`src/rtl/uart_cmd_bridge_if.sv`:
```
// Bus side of the UART command bridge: one request (read or write) held
// until the slave returns bus_ack.
interface uart_cmd_bridge_if #(
  parameter int ADDR_W = 16,
  parameter int DATA_W = 32
) ();
  logic [ADDR_W-1:0] bus_addr;
  logic [DATA_W-1:0] bus_wdata;
  logic              bus_we;
  logic              bus_re;
  logic [DATA_W-1:0] bus_rdata;
  logic              bus_ack;

  modport master (output bus_addr, bus_wdata, bus_we, bus_re,
                  input  bus_rdata, bus_ack);
  modport slave  (input  bus_addr, bus_wdata, bus_we, bus_re,
                  output bus_rdata, bus_ack);
endinterface

```
`src/rtl/uart_cmd_bridge.sv`:
```
// ASCII command bridge: "R<addr>" / "W<addr><data>" in hex from the UART RX
// FIFO become one bus access; the result goes back out the UART TX FIFO.
//
// state | meaning
// ------+---------------------------------------------------------------
// IDLE  | wait for a command letter, skip CR/LF/space
// ADDR  | collect ADDR_W/4 hex address digits
// DATA  | collect DATA_W/4 hex write-data digits
// BUS   | hold bus_re/bus_we until bus_ack or the wait timer expires
// RESP  | push the response bytes (hex read data, 'K' or '!')
// ERR   | push a single '?' for a malformed command
module uart_cmd_bridge #(
  parameter int ADDR_W  = 16,
  parameter int DATA_W  = 32,
  parameter int TIMEOUT = 255
) (
  input  logic                    clk,
  input  logic                    reset_n,
  input  logic                    rx_empty,
  input  logic [7:0]              r_data,
  output logic                    rd_uart,
  input  logic                    tx_full,
  output logic [7:0]              w_data,
  output logic                    wr_uart,
  output logic                    busy,
  uart_cmd_bridge_if.master       bus
);

  localparam int ADIG = ADDR_W / 4;
  localparam int DDIG = DATA_W / 4;

  localparam logic [2:0] IDLE = 3'd0;
  localparam logic [2:0] ADDR = 3'd1;
  localparam logic [2:0] DATA = 3'd2;
  localparam logic [2:0] BUS  = 3'd3;
  localparam logic [2:0] RESP = 3'd4;
  localparam logic [2:0] ERR  = 3'd5;

  logic [2:0]        state;
  logic              op_rd;
  logic [3:0]        dig_cnt;
  logic [15:0]       tmo_cnt;
  logic [ADDR_W-1:0] addr_q;
  logic [DATA_W-1:0] wdata_q;
  logic [DATA_W-1:0] resp_q;
  logic [DATA_W-1:0] resp_nxt;
  logic [4:0]        rx_hex;
  logic              fetch;

  // {valid, nibble} for an ASCII hex digit of either case
  function automatic logic [4:0] hex_dec(input logic [7:0] c);
    if (c >= 8'h30 && c <= 8'h39)
      hex_dec = {1'b1, c[3:0]};
    else if ((c >= 8'h41 && c <= 8'h46) || (c >= 8'h61 && c <= 8'h66))
      hex_dec = {1'b1, c[3:0] + 4'd9};
    else
      hex_dec = 5'd0;
  endfunction

  // nibble to uppercase ASCII hex
  function automatic logic [7:0] hex_enc(input logic [3:0] n);
    hex_enc = (n < 4'd10) ? (8'h30 + {4'h0, n}) : (8'h37 + {4'h0, n});
  endfunction

  // RX is only popped while parsing; reset gating keeps the strobe low even
  // though IDLE is a fetch state
  assign fetch    = (state == IDLE) || (state == ADDR) || (state == DATA);
  assign rd_uart  = reset_n & fetch & ~rx_empty;
  assign wr_uart  = ((state == RESP) || (state == ERR)) & ~tx_full;
  assign busy     = (state != IDLE);
  assign rx_hex   = hex_dec(r_data);
  assign resp_nxt = resp_q << 4;

  // bus request is a pure decode of BUS so an async reset drops it at once
  assign bus.bus_re    = (state == BUS) & op_rd;
  assign bus.bus_we    = (state == BUS) & ~op_rd;
  assign bus.bus_addr  = addr_q;
  assign bus.bus_wdata = wdata_q;

  // command parser, bus sequencer and response generator
  always_ff @(posedge clk or negedge reset_n) begin
    if (!reset_n) begin
      state   <= IDLE;
      op_rd   <= 1'b0;
      dig_cnt <= '0;
      tmo_cnt <= '0;
      addr_q  <= '0;
      wdata_q <= '0;
      resp_q  <= '0;
      w_data  <= '0;
    end else begin
      case (state)
        IDLE: if (rd_uart) begin
          dig_cnt <= '0;
          if (r_data == 8'h52 || r_data == 8'h72) begin
            op_rd <= 1'b1;
            state <= ADDR;
          end else if (r_data == 8'h57 || r_data == 8'h77) begin
            op_rd <= 1'b0;
            state <= ADDR;
          end else if (!(r_data == 8'h0D || r_data == 8'h0A || r_data == 8'h20)) begin
            w_data <= 8'h3F;
            state  <= ERR;
          end
        end
        ADDR: if (rd_uart) begin
          if (!rx_hex[4]) begin
            w_data <= 8'h3F;
            state  <= ERR;
          end else begin
            addr_q <= (addr_q << 4) | ADDR_W'(rx_hex[3:0]);
            if (dig_cnt == 4'(ADIG - 1)) begin
              dig_cnt <= '0;
              tmo_cnt <= 16'(TIMEOUT - 1);
              state   <= op_rd ? BUS : DATA;
            end else begin
              dig_cnt <= dig_cnt + 4'd1;
            end
          end
        end
        DATA: if (rd_uart) begin
          if (!rx_hex[4]) begin
            w_data <= 8'h3F;
            state  <= ERR;
          end else begin
            wdata_q <= (wdata_q << 4) | DATA_W'(rx_hex[3:0]);
            if (dig_cnt == 4'(DDIG - 1)) begin
              dig_cnt <= '0;
              tmo_cnt <= 16'(TIMEOUT - 1);
              state   <= BUS;
            end else begin
              dig_cnt <= dig_cnt + 4'd1;
            end
          end
        end
        BUS: begin
          if (bus.bus_ack) begin
            if (op_rd) begin
              resp_q  <= bus.bus_rdata;
              w_data  <= hex_enc(bus.bus_rdata[DATA_W-1 -: 4]);
              dig_cnt <= 4'(DDIG - 1);
            end else begin
              w_data  <= 8'h4B;
              dig_cnt <= '0;
            end
            state <= RESP;
          end else if (tmo_cnt == '0) begin
            w_data  <= 8'h21;
            dig_cnt <= '0;
            state   <= RESP;
          end else begin
            tmo_cnt <= tmo_cnt - 16'd1;
          end
        end
        // dig_cnt counts the response bytes still to follow the current one
        RESP: if (wr_uart) begin
          if (dig_cnt == '0) begin
            state <= IDLE;
          end else begin
            dig_cnt <= dig_cnt - 4'd1;
            resp_q  <= resp_nxt;
            w_data  <= hex_enc(resp_nxt[DATA_W-1 -: 4]);
          end
        end
        ERR: if (wr_uart) state <= IDLE;
        default: state <= IDLE;
      endcase
    end
  end

endmodule
```
`src/flat_wrapper.sv`:
```
// flat-port wrapper written by rule: the top's interface ports become plain ports
module uart_cmd_bridge_flat 
#(
  parameter int ADDR_W  = 16,
  parameter int DATA_W  = 32,
  parameter int TIMEOUT = 255
)
  (clk, reset_n, rx_empty, r_data, rd_uart, tx_full, w_data, wr_uart, busy, bus_bus_addr, bus_bus_wdata, bus_bus_we, bus_bus_re, bus_bus_rdata, bus_bus_ack);
  uart_cmd_bridge_if #(.ADDR_W(ADDR_W), .DATA_W(DATA_W)) bus_i ();
  input  logic clk;
  input  logic reset_n;
  input  logic rx_empty;
  input  logic [7:0] r_data;
  output logic rd_uart;
  input  logic tx_full;
  output logic [7:0] w_data;
  output logic wr_uart;
  output logic busy;
  output wire logic [$bits(bus_i.bus_addr)-1:0] bus_bus_addr;
  output wire logic [$bits(bus_i.bus_wdata)-1:0] bus_bus_wdata;
  output wire logic [$bits(bus_i.bus_we)-1:0] bus_bus_we;
  output wire logic [$bits(bus_i.bus_re)-1:0] bus_bus_re;
  input wire logic [$bits(bus_i.bus_rdata)-1:0] bus_bus_rdata;
  input wire logic [$bits(bus_i.bus_ack)-1:0] bus_bus_ack;
  assign bus_bus_addr = bus_i.bus_addr;
  assign bus_bus_wdata = bus_i.bus_wdata;
  assign bus_bus_we = bus_i.bus_we;
  assign bus_bus_re = bus_i.bus_re;
  assign bus_i.bus_rdata = bus_bus_rdata;
  assign bus_i.bus_ack = bus_bus_ack;
  uart_cmd_bridge #(.ADDR_W(ADDR_W), .DATA_W(DATA_W), .TIMEOUT(TIMEOUT)) u_core (.clk(clk), .reset_n(reset_n), .rx_empty(rx_empty), .r_data(r_data), .rd_uart(rd_uart), .tx_full(tx_full), .w_data(w_data), .wr_uart(wr_uart), .busy(busy), .bus(bus_i));
endmodule
```
`config.mk`:
```
export PLATFORM = sky130hd
export DESIGN_NAME = uart_cmd_bridge_flat
export DESIGN_NICKNAME = d
export VERILOG_FILES = /design/src/rtl/uart_cmd_bridge_if.sv /design/src/rtl/uart_cmd_bridge.sv /design/src/flat_wrapper.sv
export SDC_FILE = /design/constraint.sdc
export NUM_CORES = 1
export LEC_CHECK = 0
export BUFFER_PORTS_ARGS = -buffer_cell sky130_fd_sc_hd__buf_2
export CAP_MARGIN = 40
export CORE_ASPECT_RATIO = 0.8
export CORE_UTILIZATION = 35
export CTS_CLUSTER_DIAMETER = 120
export DETAILED_ROUTE_END_ITERATION = 16
export GPL_TIMING_DRIVEN = 0
export HOLD_SLACK_MARGIN = 0.05
export PLACE_DENSITY_LB_ADDON = 0.3
export SLEW_MARGIN = 5
export SYNTH_ARGS = -nofsm -noshare
export SYNTH_HDL_FRONTEND = slang
export SYNTH_SLANG_ARGS = --single-unit
```
`constraint.sdc`:
```
create_clock -name clk -period 2.6 [get_ports clk]
set_clock_uncertainty 0.05 [all_clocks]
set_input_delay 0 -clock clk [delete_from_list [all_inputs] [get_ports clk]]
set_output_delay 0 -clock clk [all_outputs]
set_load 0.03 [all_outputs]
```
==> run summary <==
Design Power: 6.49 mW
CP Buf/Inv Count: 1
warnings from Yosys: 0
first-pass GRT wire length: 23.3 mm
Residual DRC: 0
CTS tree: yes
fin crit share: 0.992
Initial Utilization: 0.361
Rows: 40
CTS HTree Levels: 3
Via Count: 4745
Relative slew margins: 0.559
Die X: 142 um
PD cells: 903 nW/um^2
CP startpoint kind: flip-flop
Cells after Synth: 555
Total Nets Final: 766
Placer Congestion: 0.874
initial antenna violation count: 0
IO buf count: 103
GRT Total Usage: 0.185
Final Critical Period: 2.58 ns
core area: 15100 um^2
sequential cell area fraction in the yosys report: 0.491
status: completed
Reg area: 2680 um^2
largest net degree at the start of global routing: 64
WP data arrival: 2.77 ns
FMAX: 0.388 GHz
cts bufs inserted: 9
VDD IR max: 375 uV
Die Area: 16100 um^2
largest family of logic cells by synthesized area: simple AND/OR/NAND/NOR gates
Final Max Slew Viols: 0
worst slew pin tran: 0.657 ns
Ports: 106
CTS Sinks: 107
fill count: 1426
Synth Flop Type: dfrtp_1
worst-path cell chain: clkbuf_1, or3_1, or4_1, o22ai_1, a21oi_1, o211ai_2, mux2_2
drt pass-1 iters: 5
final hold slack: 0.0577 ns
worst-case clock buffer depth: 2
Mapped Area: 5450 um^2
MaxCap Viol Count: 0
post-route ant nets: 0
largest cells by area after synthesis: dfrtp_1 (49%), mux2_2 (9.7%), nand2_1 (5.4%), nor2_1 (4.8%), a31oi_1 (4.1%)
final setup vio count: 0
hpwl dp: 9.83 mm
layout cells sized above 1: 0.300
critical path peak fanout: 7
initial drt markers: 281
Post-synth EDFFs: 0
RSZ-0062 raised after global routing: yes
Yosys top cell area share: 0.491
clk slew on worst S/H paths: 0.08 ns
Synth Area in Adders: 0.0275
delay-heaviest family, CP: simple AND/OR/NAND/NOR gates
Crit path largest cell delay: 0.47 ns
final WL: 14.0 mm
required time of the critical path: 2.79 ns
worst skew pair latency: 0.36 ns
Setup crit end kind: flip-flop
Post-Synth Simple-Gate Area: 0.175
Vias per Instance: 5.14
Layout area overhead: 31.7%
slowest CP cell: or3_1
post-synth top area cell: dfrtp_1
Hold Crit Class: in2async
Pleak: 3.40 nW
Async S/R FF share, synth: 1.00
syn_nets: 612
Root Buffer: clkbuf_16
Hold Vio Cnt, Final: 0
XOR/XNOR share of the synthesized area: 0.00964
grt ovf: 0
Yosys cell types: 61
average cell area after synthesis: 9.82 um^2
# diodes: 0
mux contribution to synthesized area: 0.107
compound-cell area share of the yosys netlist: 0.147
die height: 114 um
critical path start-end classification: reg2reg
vias in the first global route: 4666
Multi-input gate area: 2610 um^2
DR WL/cell: 15.1 um
FF+latch count, synth: 107
-- synth_stat cells, drive strengths merged (3+ instances only) --
master,count
dfrtp,107
o211ai,5
buf,11
a31oi,36
clkbuf,20
a21oi,24
or3,4
ha,12
inv,19
o22ai,4
nor3,14
xnor2,5
nand2,79
nor2b,7
nor3b,3
o21ai,15
nand3,11
mux2,50
a2111oi,3
and2,5
nor2,69
a311oi,3
a21o,6
o31ai,4
-- sequential cells by signal (all words and copies together) (netlist names) --
name	flops
u_core.resp_q	28
u_core.state	3
u_core.tmo_cnt	16
u_core.w_data	7
u_core.op_rd	1
u_core.bus.bus_addr	16
u_core.bus.bus_wdata	32
u_core.dig_cnt	4
-- cell families after synthesis --
logic type	after synthesis
AND/OR/NAND/NOR	209
AO/OA/AOI/OAI	118
flip-flops	107
multiplexers	52
buffers and inverters	50
adder cells (fa/ha/maj)	12
XOR/XNOR	6
other	1
-- worst reg2reg max path, cell delays in order, from the launching register on --
cell and delay, ns:
dfrtp_1 0.37, clkbuf_1 0.20, or3_1 0.47, or4_1 0.45, o22ai_1 0.22, a21oi_1 0.09
o211ai_2 0.22, mux2_2 0.40
-- worst paths after layout --
path	end	slack, ns	start	cells past startpoint
min in group clk	u_core.bus.bus_wdata[3]	0.07	r_data[3]	3
setup / recovery	u_core.w_data[5]	0.02	u_core.state[2]	7
max in group asynchronous	u_core.w_data[3]	1.60	reset_n	8
setup reg to reg	u_core.w_data[5]	0.02	u_core.state[2]	7
hold reg to reg	u_core.bus.bus_wdata[28]	0.46	u_core.bus.bus_wdata[28]	1
hold / removal	u_core.bus.bus_addr[2]	0.06	reset_n	7
-- placed cells by master, fill, tap and decap left out, drive strengths merged, types with 4 or more instances in the layout --
cell type    synthesis  layout
nor2                69      69
nor3                14      14
or3                  4       4
nand2               79      79
o31ai                4       4
a21o                 6       6
clkbuf              20      28
ha                  12      12
o21ai               15      15
xnor2                5       5
a31oi               36      36
nor2b                7       7
o22ai                4       4
mux2                50      50
dlygate4sd3          0      33
o211ai               5       5
nand3               11      11
dfrtp              107     107
buf                 11     122
and2                 5       5
a21oi               24      24
inv                 19      21
clkinv               0       4
-- area by class of cell --
class / count / area share
plain buffers: 28 / 0.0220
clock buffers: 9 / 0.0314
clock inverters: 7 / 0.0120
inverters: 19 / 0.00993
multi-input cells: 398 / 0.364
flip-flops and latches: 107 / 0.373
well taps: 210 / 0.0366
repair buffers: 146 / 0.151
-- what timing repair did --
item                       CTS  global route
hold endpoints to repair   139             0
gates resized for setup      6            20
hold buffers                40             0
setup endpoints to repair   40            76
buffers inserted             0             2
gates cloned                 0             0
pin swaps                    0             0
-- per-layer routing --
layer | up-vias | wire, um | GRT usage
li1 | 2277 | - | -
met1 | 2292 | 6500 | 0.247
met2 | 162 | 6380 | 0.289
met3 | 14 | 916 | 0.0508
met4 | 0 | 194 | 0.0616
met5 | - | 0 | 0
-- where the power goes --
part	switching, mW	internal (mW)
logic	1.57	0.990
registers	0.377	2.12
clock network	0.668	0.764
-- metrics by stage --
step	instances	utilization	setup slack (ns)	TNS, ns	area, um^2
finish	924	0.475	0.0206	0	7180
floorplan	555	-	0.147	0	5460
global route	924	0.475	-0.0625	-0.764	7180
CTS	925	0.471	0.00903	0	7120
detailed placement	869	0.415	-0.165	-6.64	6270
global placement	868	0.413	-1.58	-92.76	6230
No activity file was read; power rests on OpenSTA's default activity.
